==> config.mk <==
export PLATFORM = sky130hd
export DESIGN_NAME = alu_exec_stage_flat
export DESIGN_NICKNAME = d
export VERILOG_FILES = /design/src/rtl/alu_exec_stage_if.sv /design/src/rtl/alu_exec_stage.sv /design/src/flat_wrapper.sv
export SDC_FILE = /design/constraint.sdc
export NUM_CORES = 1
export LEC_CHECK = 0
export CAP_MARGIN = 20
export CORE_MARGIN = 8
export CORE_UTILIZATION = 60
export CTS_CLUSTER_DIAMETER = 200
export CTS_CLUSTER_SIZE = 8
export DETAILED_ROUTE_END_ITERATION = 12
export PLACE_DENSITY = 0.91
export SLEW_MARGIN = 20
export SYNTH_ARGS = -nofsm -noshare
export SYNTH_HDL_FRONTEND = slang
export SYNTH_SLANG_ARGS = --single-unit
==> constraint.sdc <==
create_clock -name clk -period 6.3 [get_ports clk]
set_clock_uncertainty 0.2 [all_clocks]
set_input_delay 1.26 -clock clk [delete_from_list [all_inputs] [get_ports clk]]
set_output_delay 1.26 -clock clk [all_outputs]
set_load 0.05 [all_outputs]
==> src/rtl/alu_exec_stage_if.sv <==
// Bundle between the execute stage and its neighbours: op handshake,
// register-file read ports, writeback port and status flags.
interface alu_exec_stage_if #(
    parameter int unsigned DATA_W = 8,
    parameter int unsigned ADDR_W = 3
) ();
    logic              in_valid;
    logic              in_ready;
    logic [2:0]        in_op;
    logic [ADDR_W-1:0] in_rs1;
    logic [ADDR_W-1:0] in_rs2;
    logic [ADDR_W-1:0] in_rd;
    logic [ADDR_W-1:0] rf_raddr1;
    logic [ADDR_W-1:0] rf_raddr2;
    logic [DATA_W-1:0] rf_rdata1;
    logic [DATA_W-1:0] rf_rdata2;
    logic              wb_we;
    logic [ADDR_W-1:0] wb_dest;
    logic [DATA_W-1:0] wb_data;
    logic              flag_z;
    logic              flag_c;
    logic              busy;

    // Upstream/register-file side.
    modport master (
        output in_valid, in_op, in_rs1, in_rs2, in_rd, rf_rdata1, rf_rdata2,
        input  in_ready, rf_raddr1, rf_raddr2, wb_we, wb_dest, wb_data,
               flag_z, flag_c, busy
    );

    // Execute stage side.
    modport slave (
        input  in_valid, in_op, in_rs1, in_rs2, in_rd, rf_rdata1, rf_rdata2,
        output in_ready, rf_raddr1, rf_raddr2, wb_we, wb_dest, wb_data,
               flag_z, flag_c, busy
    );
endinterface

==> src/rtl/alu_exec_stage.sv <==
// ALU execute stage: single-cycle ops with writeback forwarding, plus an
// iterative shift-add multiplier that takes DATA_W cycles.
module alu_exec_stage #(
    parameter int unsigned DATA_W = 8,
    parameter int unsigned ADDR_W = 3
) (
    input logic             clk,
    input logic             rst,
    alu_exec_stage_if.slave bus
);
    localparam int unsigned CntW  = (DATA_W > 1) ? $clog2(DATA_W) : 1;
    localparam int unsigned ProdW = 2 * DATA_W;

    localparam logic [2:0] OpAdd = 3'd0;
    localparam logic [2:0] OpSub = 3'd1;
    localparam logic [2:0] OpAnd = 3'd2;
    localparam logic [2:0] OpOr  = 3'd3;
    localparam logic [2:0] OpXor = 3'd4;
    localparam logic [2:0] OpShl = 3'd5;
    localparam logic [2:0] OpShr = 3'd6;
    localparam logic [2:0] OpMul = 3'd7;

    typedef enum logic [0:0] {StIdle, StMul} state_e;

    state_e            state_q, state_d;
    logic [CntW-1:0]   cnt_q, cnt_d;
    logic [ProdW-1:0]  acc_q, acc_d;
    logic [DATA_W-1:0] mul_a_q, mul_a_d;
    logic [DATA_W-1:0] mul_b_q, mul_b_d;
    logic [ADDR_W-1:0] mul_rd_q, mul_rd_d;
    logic              wb_we_q, wb_we_d;
    logic [ADDR_W-1:0] wb_dest_q, wb_dest_d;
    logic [DATA_W-1:0] wb_data_q, wb_data_d;
    logic              flag_z_q, flag_z_d;
    logic              flag_c_q, flag_c_d;

    logic [DATA_W-1:0] op_a, op_b;
    logic [DATA_W-1:0] alu_res;
    logic              alu_c;
    logic [DATA_W:0]   alu_wide;
    logic [ProdW-1:0]  acc_step;

    assign bus.rf_raddr1 = bus.in_rs1;
    assign bus.rf_raddr2 = bus.in_rs2;
    assign bus.in_ready  = (state_q == StIdle);
    assign bus.busy      = (state_q == StMul);
    assign bus.wb_we     = wb_we_q;
    assign bus.wb_dest   = wb_dest_q;
    assign bus.wb_data   = wb_data_q;
    assign bus.flag_z    = flag_z_q;
    assign bus.flag_c    = flag_c_q;

    // Forward the result currently being written back over stale read data.
    always_comb begin
        op_a = (wb_we_q && (wb_dest_q == bus.in_rs1)) ? wb_data_q : bus.rf_rdata1;
        op_b = (wb_we_q && (wb_dest_q == bus.in_rs2)) ? wb_data_q : bus.rf_rdata2;
    end

    // Single-cycle ALU result and carry/borrow.
    always_comb begin
        alu_wide = '0;
        alu_res  = '0;
        alu_c    = 1'b0;
        case (bus.in_op)
            OpAdd: begin
                alu_wide = {1'b0, op_a} + {1'b0, op_b};
                alu_res  = alu_wide[DATA_W-1:0];
                alu_c    = alu_wide[DATA_W];
            end
            OpSub: begin
                // Top bit of the widened difference is the borrow.
                alu_wide = {1'b0, op_a} - {1'b0, op_b};
                alu_res  = alu_wide[DATA_W-1:0];
                alu_c    = alu_wide[DATA_W];
            end
            OpAnd: alu_res = op_a & op_b;
            OpOr:  alu_res = op_a | op_b;
            OpXor: alu_res = op_a ^ op_b;
            OpShl: begin
                alu_res = {op_a[DATA_W-2:0], 1'b0};
                alu_c   = op_a[DATA_W-1];
            end
            OpShr: begin
                alu_res = {1'b0, op_a[DATA_W-1:1]};
                alu_c   = op_a[0];
            end
            default: begin
                alu_res = '0;
                alu_c   = 1'b0;
            end
        endcase
    end

    // One shift-add multiply step for the current counter bit.
    always_comb begin
        acc_step = acc_q;
        if (mul_b_q[cnt_q]) begin
            acc_step = acc_q + ({{DATA_W{1'b0}}, mul_a_q} << cnt_q);
        end
    end

    // Next-state: accept ops in idle, iterate the multiplier, emit writebacks.
    always_comb begin
        state_d   = state_q;
        cnt_d     = cnt_q;
        acc_d     = acc_q;
        mul_a_d   = mul_a_q;
        mul_b_d   = mul_b_q;
        mul_rd_d  = mul_rd_q;
        wb_we_d   = 1'b0;
        wb_dest_d = wb_dest_q;
        wb_data_d = wb_data_q;
        flag_z_d  = flag_z_q;
        flag_c_d  = flag_c_q;
        case (state_q)
            StIdle: begin
                if (bus.in_valid) begin
                    if (bus.in_op == OpMul) begin
                        mul_a_d  = op_a;
                        mul_b_d  = op_b;
                        mul_rd_d = bus.in_rd;
                        acc_d    = '0;
                        cnt_d    = '0;
                        state_d  = StMul;
                    end else begin
                        wb_we_d   = 1'b1;
                        wb_dest_d = bus.in_rd;
                        wb_data_d = alu_res;
                        flag_z_d  = (alu_res == '0);
                        flag_c_d  = alu_c;
                    end
                end
            end
            StMul: begin
                acc_d = acc_step;
                cnt_d = cnt_q + 1'b1;
                if (cnt_q == CntW'(DATA_W - 1)) begin
                    state_d   = StIdle;
                    cnt_d     = '0;
                    wb_we_d   = 1'b1;
                    wb_dest_d = mul_rd_q;
                    wb_data_d = acc_step[DATA_W-1:0];
                    flag_z_d  = (acc_step[DATA_W-1:0] == '0);
                    flag_c_d  = |acc_step[ProdW-1:DATA_W];
                end
            end
            default: state_d = StIdle;
        endcase
    end

    // State registers with synchronous reset; reset also aborts a multiply.
    always_ff @(posedge clk) begin
        if (rst) begin
            state_q   <= StIdle;
            cnt_q     <= '0;
            acc_q     <= '0;
            mul_a_q   <= '0;
            mul_b_q   <= '0;
            mul_rd_q  <= '0;
            wb_we_q   <= 1'b0;
            wb_dest_q <= '0;
            wb_data_q <= '0;
            flag_z_q  <= 1'b0;
            flag_c_q  <= 1'b0;
        end else begin
            state_q   <= state_d;
            cnt_q     <= cnt_d;
            acc_q     <= acc_d;
            mul_a_q   <= mul_a_d;
            mul_b_q   <= mul_b_d;
            mul_rd_q  <= mul_rd_d;
            wb_we_q   <= wb_we_d;
            wb_dest_q <= wb_dest_d;
            wb_data_q <= wb_data_d;
            flag_z_q  <= flag_z_d;
            flag_c_q  <= flag_c_d;
        end
    end
endmodule

==> src/flat_wrapper.sv <==
// flat-port wrapper written by rule: the top's interface ports become plain ports
module alu_exec_stage_flat 
#(
    parameter int unsigned DATA_W = 8,
    parameter int unsigned ADDR_W = 3
)
  (clk, rst, bus_in_valid, bus_in_op, bus_in_rs1, bus_in_rs2, bus_in_rd, bus_rf_rdata1, bus_rf_rdata2, bus_in_ready, bus_rf_raddr1, bus_rf_raddr2, bus_wb_we, bus_wb_dest, bus_wb_data, bus_flag_z, bus_flag_c, bus_busy);
  alu_exec_stage_if #(.DATA_W(DATA_W), .ADDR_W(ADDR_W)) bus_i ();
  input logic clk;
  input logic rst;
  input wire logic [$bits(bus_i.in_valid)-1:0] bus_in_valid;
  input wire logic [$bits(bus_i.in_op)-1:0] bus_in_op;
  input wire logic [$bits(bus_i.in_rs1)-1:0] bus_in_rs1;
  input wire logic [$bits(bus_i.in_rs2)-1:0] bus_in_rs2;
  input wire logic [$bits(bus_i.in_rd)-1:0] bus_in_rd;
  input wire logic [$bits(bus_i.rf_rdata1)-1:0] bus_rf_rdata1;
  input wire logic [$bits(bus_i.rf_rdata2)-1:0] bus_rf_rdata2;
  output wire logic [$bits(bus_i.in_ready)-1:0] bus_in_ready;
  output wire logic [$bits(bus_i.rf_raddr1)-1:0] bus_rf_raddr1;
  output wire logic [$bits(bus_i.rf_raddr2)-1:0] bus_rf_raddr2;
  output wire logic [$bits(bus_i.wb_we)-1:0] bus_wb_we;
  output wire logic [$bits(bus_i.wb_dest)-1:0] bus_wb_dest;
  output wire logic [$bits(bus_i.wb_data)-1:0] bus_wb_data;
  output wire logic [$bits(bus_i.flag_z)-1:0] bus_flag_z;
  output wire logic [$bits(bus_i.flag_c)-1:0] bus_flag_c;
  output wire logic [$bits(bus_i.busy)-1:0] bus_busy;
  assign bus_i.in_valid = bus_in_valid;
  assign bus_i.in_op = bus_in_op;
  assign bus_i.in_rs1 = bus_in_rs1;
  assign bus_i.in_rs2 = bus_in_rs2;
  assign bus_i.in_rd = bus_in_rd;
  assign bus_i.rf_rdata1 = bus_rf_rdata1;
  assign bus_i.rf_rdata2 = bus_rf_rdata2;
  assign bus_in_ready = bus_i.in_ready;
  assign bus_rf_raddr1 = bus_i.rf_raddr1;
  assign bus_rf_raddr2 = bus_i.rf_raddr2;
  assign bus_wb_we = bus_i.wb_we;
  assign bus_wb_dest = bus_i.wb_dest;
  assign bus_wb_data = bus_i.wb_data;
  assign bus_flag_z = bus_i.flag_z;
  assign bus_flag_c = bus_i.flag_c;
  assign bus_busy = bus_i.busy;
  alu_exec_stage #(.DATA_W(DATA_W), .ADDR_W(ADDR_W)) u_core (.clk(clk), .rst(rst), .bus(bus_i));
endmodule
==> metrics.cfg, run 1 <==
[run_status]
run_status = finished clean

[timing]
achievable_clock_frequency_ghz = 0.1951
slew_violations = 0
max_slew_margin_vs_limit_pct = 34.73
rsz0062_at_grt = false
fin_setup_tns_ns = 0
timing.final.hold_violations = 0
final_min_period_over_clock_period_pct = 81.35
finalWorstPathRequiredPeriod_ns = 5.125
final-setup-viol-count = 0
finalWorstSetupSlack_ns = 1.175
worst_pin_slew_ns = 0.9790

[route]
vias_per_cell = 6.664
detail_route.wirelength_mm = 15.52
route.met3.wl_mm = 1.433
number_of_routed_nets_with_antenna_violations = 0
wirelength_met1_mm = 6.916
remaining_drc_errors = 0
drt_pre_antenna_iters = 5
maxUsedRoutingLayer = met4
wl_met2_mm = 6.808
post_drt_wl_per_cell_um = 19.69
drt_iter0_markers = 496
num_vias = 5251

[run]
cap_violations = 0

[pwr]
power_density_nw_per_um2 = 154.0
vdd_ir_drop_max_uv = 145.9
post-layout-total-power_w = 0.0008732
p_leak_nw = 2.258

[floorplan]
placement_rows = 33
die_w_um = 107.8
dieHeight_um = 107.8
floorplan.core_area_um2 = 8175
start_util_pct = 61.80
design.die.area_um2 = 11610
io-pin-count = 53

[placement]
placed_area_um2 = 5582
pre_cts_ws_ns = 0.8980
place.gp.congestion = 0.9134
numPortBuffers = 52
dpl.hpwl_mm = 11.86

[setup_path]
timing.critical_path.to_type = flip-flop
worst-path-max-fanout = 17
setup.worst_path.class = flip-flop to flip-flop
cp_common_cell = o21ai_0
cp_cell_sequence = mux2_2, o21ai_0, o21ai_0, ha_1, a211oi_1, o211ai_1, a311oi_1, inv_1, o311ai_0, o2111ai_1, nor4_1, o21ai_1
critical-path-slowest-cell = dfxtp_1
cp.buffers_inverters = 1
critPathArrivalTime_ns = 5.12
cp.required_ns = 6.29
crit_path_start_kind = flip-flop
worst_setup_path_startpoint = u_core.cnt_q[1]
timing.rr.start = u_core.cnt_q[1]
timing.critical_path.slowest_cell_delay_ns = 0.82
critical-path-top-delay-family = compound AO/OA/AOI/OAI gates

[clock_network]
cts_made_buffers = 5
cts_setup_buffers = 0
clock_tree.buffer_depth = 2
cts_tree = done
postCtsHoldBufs = 0
clockRootBuffer = clkbuf_8
clock-sinks = 53
post_cts_resize_count = 0
path_clk_slew_ns = 0.11
cts.htree.levels = 2
insertion_delay_ns = 0.32

[synth]
synth.avg_cell_area_um2 = 7.702
synth_top_family_by_area = compound AO/OA/AOI/OAI gates
synth_cell_type_count = 85
synthesis_warnings = 0
synth-adder-area-share_pct = 10.60
seq_area_frac_synth_pct = 21.00
post_synth_mux_area_share_pct = 8.742
postSynth.asyncResetShare_pct = 0
share_of_the_synthesized_netlist_area_taken_by_xor_and_xnor_gates_pct = 2.947
synth_simple_gate_area_share_pct = 21.00
netlist_area_um2 = 5052
synthFlopType = dfxtp_1
mappedNetlistNets = 728
synth_enable_flop_cells = 0
synthesized_area_fraction_occupied_by_ao_oa_aoi_and_oai_cells_pct = 28.78
post_synth_inst_count = 656
number_of_storage_elements_in_the_synthesis_netlist = 53

[grt]
grt_antenna_before_repair = 0
number_of_global_route_vias_before_repair = 4922
globalRoute.totalOverflow = 0
grt_pass1_wl_mm = 25.07
grt_start_max_net_pins = 52
gr-usage-all-layers_pct = 26.75

[hold_path]
min_path_type = flip-flop to flip-flop
hold_path.startpoint = u_core.bus.flag_c

[layout]
final_nets = 754
layout-drive-gt1-share_pct = 7.321
layout.cells.most_common = nor2_1
design_area_um2 = 5672
antenna_cells = 0
area_growth_pct = 12.26
mostFrequentLayoutCells = nor2_1, nand2_1, dfxtp_1

==> worst min-delay path, stage by stage (launching register included) <==
cell and delay, ns:
dfxtp_1 0.33, nand2_1 0.05, o21ai_1 0.05
==> registers in the layout, summed over array words and instances (netlist names) <==
name / flops
u_core.mul_rd_q: 3
u_core.bus.busy: 1
u_core.bus.wb_we: 1
u_core.bus.flag_z: 1
u_core.mul_b_q: 8
u_core.cnt_q: 3
u_core.bus.flag_c: 1
u_core.bus.wb_dest: 3
u_core.bus.wb_data: 8
u_core.mul_a_q: 8
u_core.acc_q: 16
==> kinds of logic after synthesis <==
logic type                 count (synthesis)
AOI/OAI and AO/OA                        203
and+or+nand+nor                          222
buffers and inverters                     82
adders and majority gates                 41
muxes                                     38
xor gates and xnor gates                  17
DFF                                       53
==> area by class of cell <==
type	count	area, um^2
multi-input combinational	521	3641
tap	105	131.4
sequential	53	1061
inverter	36	135.1
timing repair buffer	65	613.1
clock inverter	3	21.27
fill	712	2504
clock buffer	5	68.82
==> synth_stat cells, types with 6 or more instances <==
| master | number | share of area [%] |
|---|---|---|
| a211oi_1 | 31 | 4.6 |
| a21o_1 | 7 | 1.0 |
| a21oi_1 | 49 | 4.9 |
| a31oi_1 | 8 | 0.99 |
| and2_1 | 8 | 0.99 |
| buf_2 | 10 | 0.99 |
| buf_4 | 6 | 0.89 |
| clkbuf_1 | 24 | 1.8 |
| dfxtp_1 | 53 | 21 |
| ha_1 | 38 | 9.4 |
| inv_1 | 33 | 2.5 |
| mux2_2 | 6 | 1.3 |
| mux2i_1 | 27 | 5.3 |
| nand2_1 | 56 | 4.2 |
| nand2b_1 | 9 | 1.1 |
| nand3_1 | 14 | 1.4 |
| nor2_1 | 77 | 5.7 |
| nor3_1 | 16 | 1.6 |
| o211ai_1 | 10 | 1.5 |
| o21ai_0 | 22 | 2.2 |
| o22ai_1 | 7 | 0.87 |
| o31ai_1 | 6 | 0.89 |
| xnor2_1 | 14 | 2.4 |
==> power breakdown <==
group / switching [W] / total, W / internal [W]
Sequential: 0.0000158 / 0.000363 / 0.000347
Clock: 0.000125 / 0.000204 / 0.0000793
Combinational: 0.000186 / 0.000306 / 0.000119
==> path summary, 6_finish.rpt <==
check,depth (start not counted),slack [ns],end
min,2,0.26,u_core.bus.flag_c
max reg2reg,12,1.17,u_core.bus.flag_c
max,12,1.17,u_core.bus.flag_c
min reg2reg,2,0.26,u_core.bus.flag_c
==> routing by layer <==
metal,track usage [%],vias up
met5,0,-
met4,10.01,0
met3,4.551,35
met2,40.13,284
met1,37.22,2467
li1,-,2465
==> stage by stage <==
step | hold slack (ns) | util, % | instances
2_1_floorplan | 0.2601 | - | 656
3_3_place_gp | 0.2493 | 68.27 | 780
3_5_place_dp | 0.2431 | 68.27 | 780
4_1_cts | 0.2587 | 69.38 | 788
5_1_grt | 0.3071 | 69.38 | 788
6_report | 0.2580 | 69.38 | 788
Power figures use the tool's default switching activity.
==> run 2, diff against run 1 <==
--- a/config.mk
+++ b/config.mk
@@ -7,11 +7,11 @@
 export LEC_CHECK = 0
 export CAP_MARGIN = 20
 export CORE_MARGIN = 8
-export CORE_UTILIZATION = 60
+export CORE_UTILIZATION = 58
 export CTS_CLUSTER_DIAMETER = 200
 export CTS_CLUSTER_SIZE = 8
 export DETAILED_ROUTE_END_ITERATION = 12
-export PLACE_DENSITY = 0.91
+export PLACE_DENSITY = 0.88
 export SLEW_MARGIN = 20
 export SYNTH_ARGS = -nofsm -noshare
 export SYNTH_HDL_FRONTEND = slang
==> constraint.sdc (replaced) <==
create_clock -name clk -period 5.25 [get_ports clk]
set_clock_uncertainty 0.2 [all_clocks]
set_input_delay 1.05 -clock clk [delete_from_list [all_inputs] [get_ports clk]]
set_output_delay 1.05 -clock clk [all_outputs]
set_load 0.05 [all_outputs]
==> run 2 against run 1 <==
Compared with the run above: non-clock buffer count grew 10; combinational power grew 25%; design area grew 1.7%; core utilization shrank 2.3 points; critical path depth grew 2; setup slack lost 0.69 ns; sequential power grew 20%; global-route usage shrank 0.75 points; sequential cell count is the same; sequential share of layout area shrank 0.31 points; critical path type is now primary input to flip-flop; critical endpoint is now u_core.bus.flag_z; largest cell class unchanged.
==> metrics.cfg, run 2 (synthesis gave the netlist of run 1 again) <==
[floorplan]
design.die.area_um2 = 11950
placement_rows = 34
floorplan.core_area_um2 = 8593
io-pin-count = 53
start_util_pct = 58.79
dieHeight_um = 109.3
die_w_um = 109.3

[setup_path]
cp.required_ns = 5.28
setup.worst_path.class = primary input to flip-flop
timing.critical_path.to_type = flip-flop
worst_setup_path_startpoint = bus_in_rs2[2]
critPathArrivalTime_ns = 4.80
crit_path_start_kind = primary input
timing.critical_path.slowest_cell_delay_ns = 0.46
worst-path-max-fanout = 4
timing.rr.start = u_core.cnt_q[1]
critical-path-slowest-cell = mux2i_1
cp_cell_sequence = clkdlybuf4s50_1, xnor2_1, nand4_1, mux2i_1, buf_4, ha_1, nor3b_1, o31ai_1, a21oi_1, o32ai_1, a22oi_2, a221oi_1, o21ai_1, o32ai_2

[timing]
timing.final.hold_violations = 0
max_slew_margin_vs_limit_pct = 25.94
worst_pin_slew_ns = 1.111
fin_setup_tns_ns = 0
slew_violations = 0
final_min_period_over_clock_period_pct = 90.78
rsz0062_at_grt = false
holdWs_ns = 0.3011
final-setup-viol-count = 0
achievable_clock_frequency_ghz = 0.2098
finalWorstPathRequiredPeriod_ns = 4.766

[layout]
mostFrequentLayoutCells = nor2_1, nand2_1, dfxtp_1
layout.cells.most_common = nor2_1
largest-register = u_core.acc_q
antenna_cells = 0
final_cell_count_no_fill = 801
layout-drive-gt1-share_pct = 8.658
multi_input_area_um2 = 3641
max_ffs_per_register = 16
num-fill-cells = 732
final-seq-area_um2 = 1061
area_growth_pct = 14.17
final_nets = 764
final_core_area_utilization_pct = 67.12

[grt]
number_of_global_route_vias_before_repair = 5138
grt_start_max_net_pins = 52
globalRoute.totalOverflow = 0
grt_pass1_wl_mm = 25.34
grt_antenna_before_repair = 0
gr-usage-all-layers_pct = 26.00

[route]
detail_route.wirelength_mm = 15.54
number_of_routed_nets_with_antenna_violations = 0
vias_per_cell = 6.629
drt_iter0_markers = 399
drt_pre_antenna_iters = 7
remaining_drc_errors = 0
post_drt_wl_per_cell_um = 19.40
num_vias = 5310

[pwr]
p_sw_w = 0.0004013
p_leak_nw = 2.315
combPwrFrac_pct = 35.7
post-layout-total-power_w = 0.001067
power_density_nw_per_um2 = 185.0
sw_frac_of_total_pct = 37.61
p_int_w = 0.0006658
part_of_the_power_in_registers_pct = 40.9
pwr-share-clk_pct = 23.4
vdd_ir_drop_max_uv = 112.3

[clock_network]
postCtsHoldBufs = 0
clockRootBuffer = clkbuf_8
cts_made_buffers = 5
clock-sinks = 53
cts_tree = done
clock_tree.buffer_depth = 2
insertion_delay_ns = 0.32
cts_setup_buffers = 0
post_cts_resize_count = 0
cts.htree.levels = 2
path_clk_slew_ns = 0.10

[run_status]
run_status = finished clean

[hold_path]
hold_path.startpoint = u_core.acc_q[12]
min_path_type = flip-flop to flip-flop

[run]
cap_violations = 0

[placement]
dpl.hpwl_mm = 11.93
place.gp.congestion = 0.9451
numPortBuffers = 52
placed_cells = 793

run 2: cell count changes in the layout (fill, tap and decap cells not counted), sizes merged:
cell / before / now
buf: 14 / 23
clkinvlp: 1 / 0
clkinv: 3 / 4
clkbuf: 5 / 6
run 2: worst max-delay path: cells and delay by family:
family,cells,cell delay (ns)
AOI/OAI and AO/OA,7,1.59
xor gates and xnor gates,1,0.22
adders and majority gates,1,0.26
buffers and inverters,2,0.65
muxes,1,0.46
and+or+nand+nor,2,0.57
run 2: through the flow:
step / worst slack [ns] / instance area, um^2
after floorplan: 0.9355 / 5052
after global placement: 0.2778 / 5673
after detailed placement: 0.2137 / 5673
after CTS: 0.5403 / 5768
after global routing: 0.2707 / 5768
final: 0.4839 / 5768
run 2: path summary, 6_finish.rpt:
kind                  endpoint  slack (ns)  cells past startpoint
max          u_core.bus.flag_z        0.48                     14
min           u_core.acc_q[12]        0.30                      2
max reg2reg  u_core.bus.flag_c        0.73                     12
min reg2reg   u_core.acc_q[12]        0.30                      2
run 2: final cells by class:
type / count / share of cell area (%)
clock buffers: 5 / 1.193
repair buffers: 75 / 12.15
inverters: 36 / 2.343
multi-input cells: 521 / 63.12
clock inverters: 3 / 0.4555
well taps: 108 / 2.343
flip-flops and latches: 53 / 18.39
run 2: per-layer routing:
layer | vias to the layer above | global-route usage (%) | wire length (um)
met5 | - | 0 | 0
met4 | 0 | 12.34 | 518
met3 | 49 | 5.627 | 1357
met2 | 299 | 43.58 | 7322
met1 | 2464 | 31.00 | 6343
li1 | 2498 | - | -
run 2: power by group through the flow:
stage          combinational [W]  sequential, W  clock, W
2_1_floorplan           0.000225       0.000470         0
6_report                0.000381       0.000436  0.000250
4_1_cts                 0.000374       0.000436  0.000250
5_1_grt                 0.000407       0.000439  0.000264
3_3_place_gp            0.000363       0.000444         0
3_5_place_dp            0.000372       0.000445         0
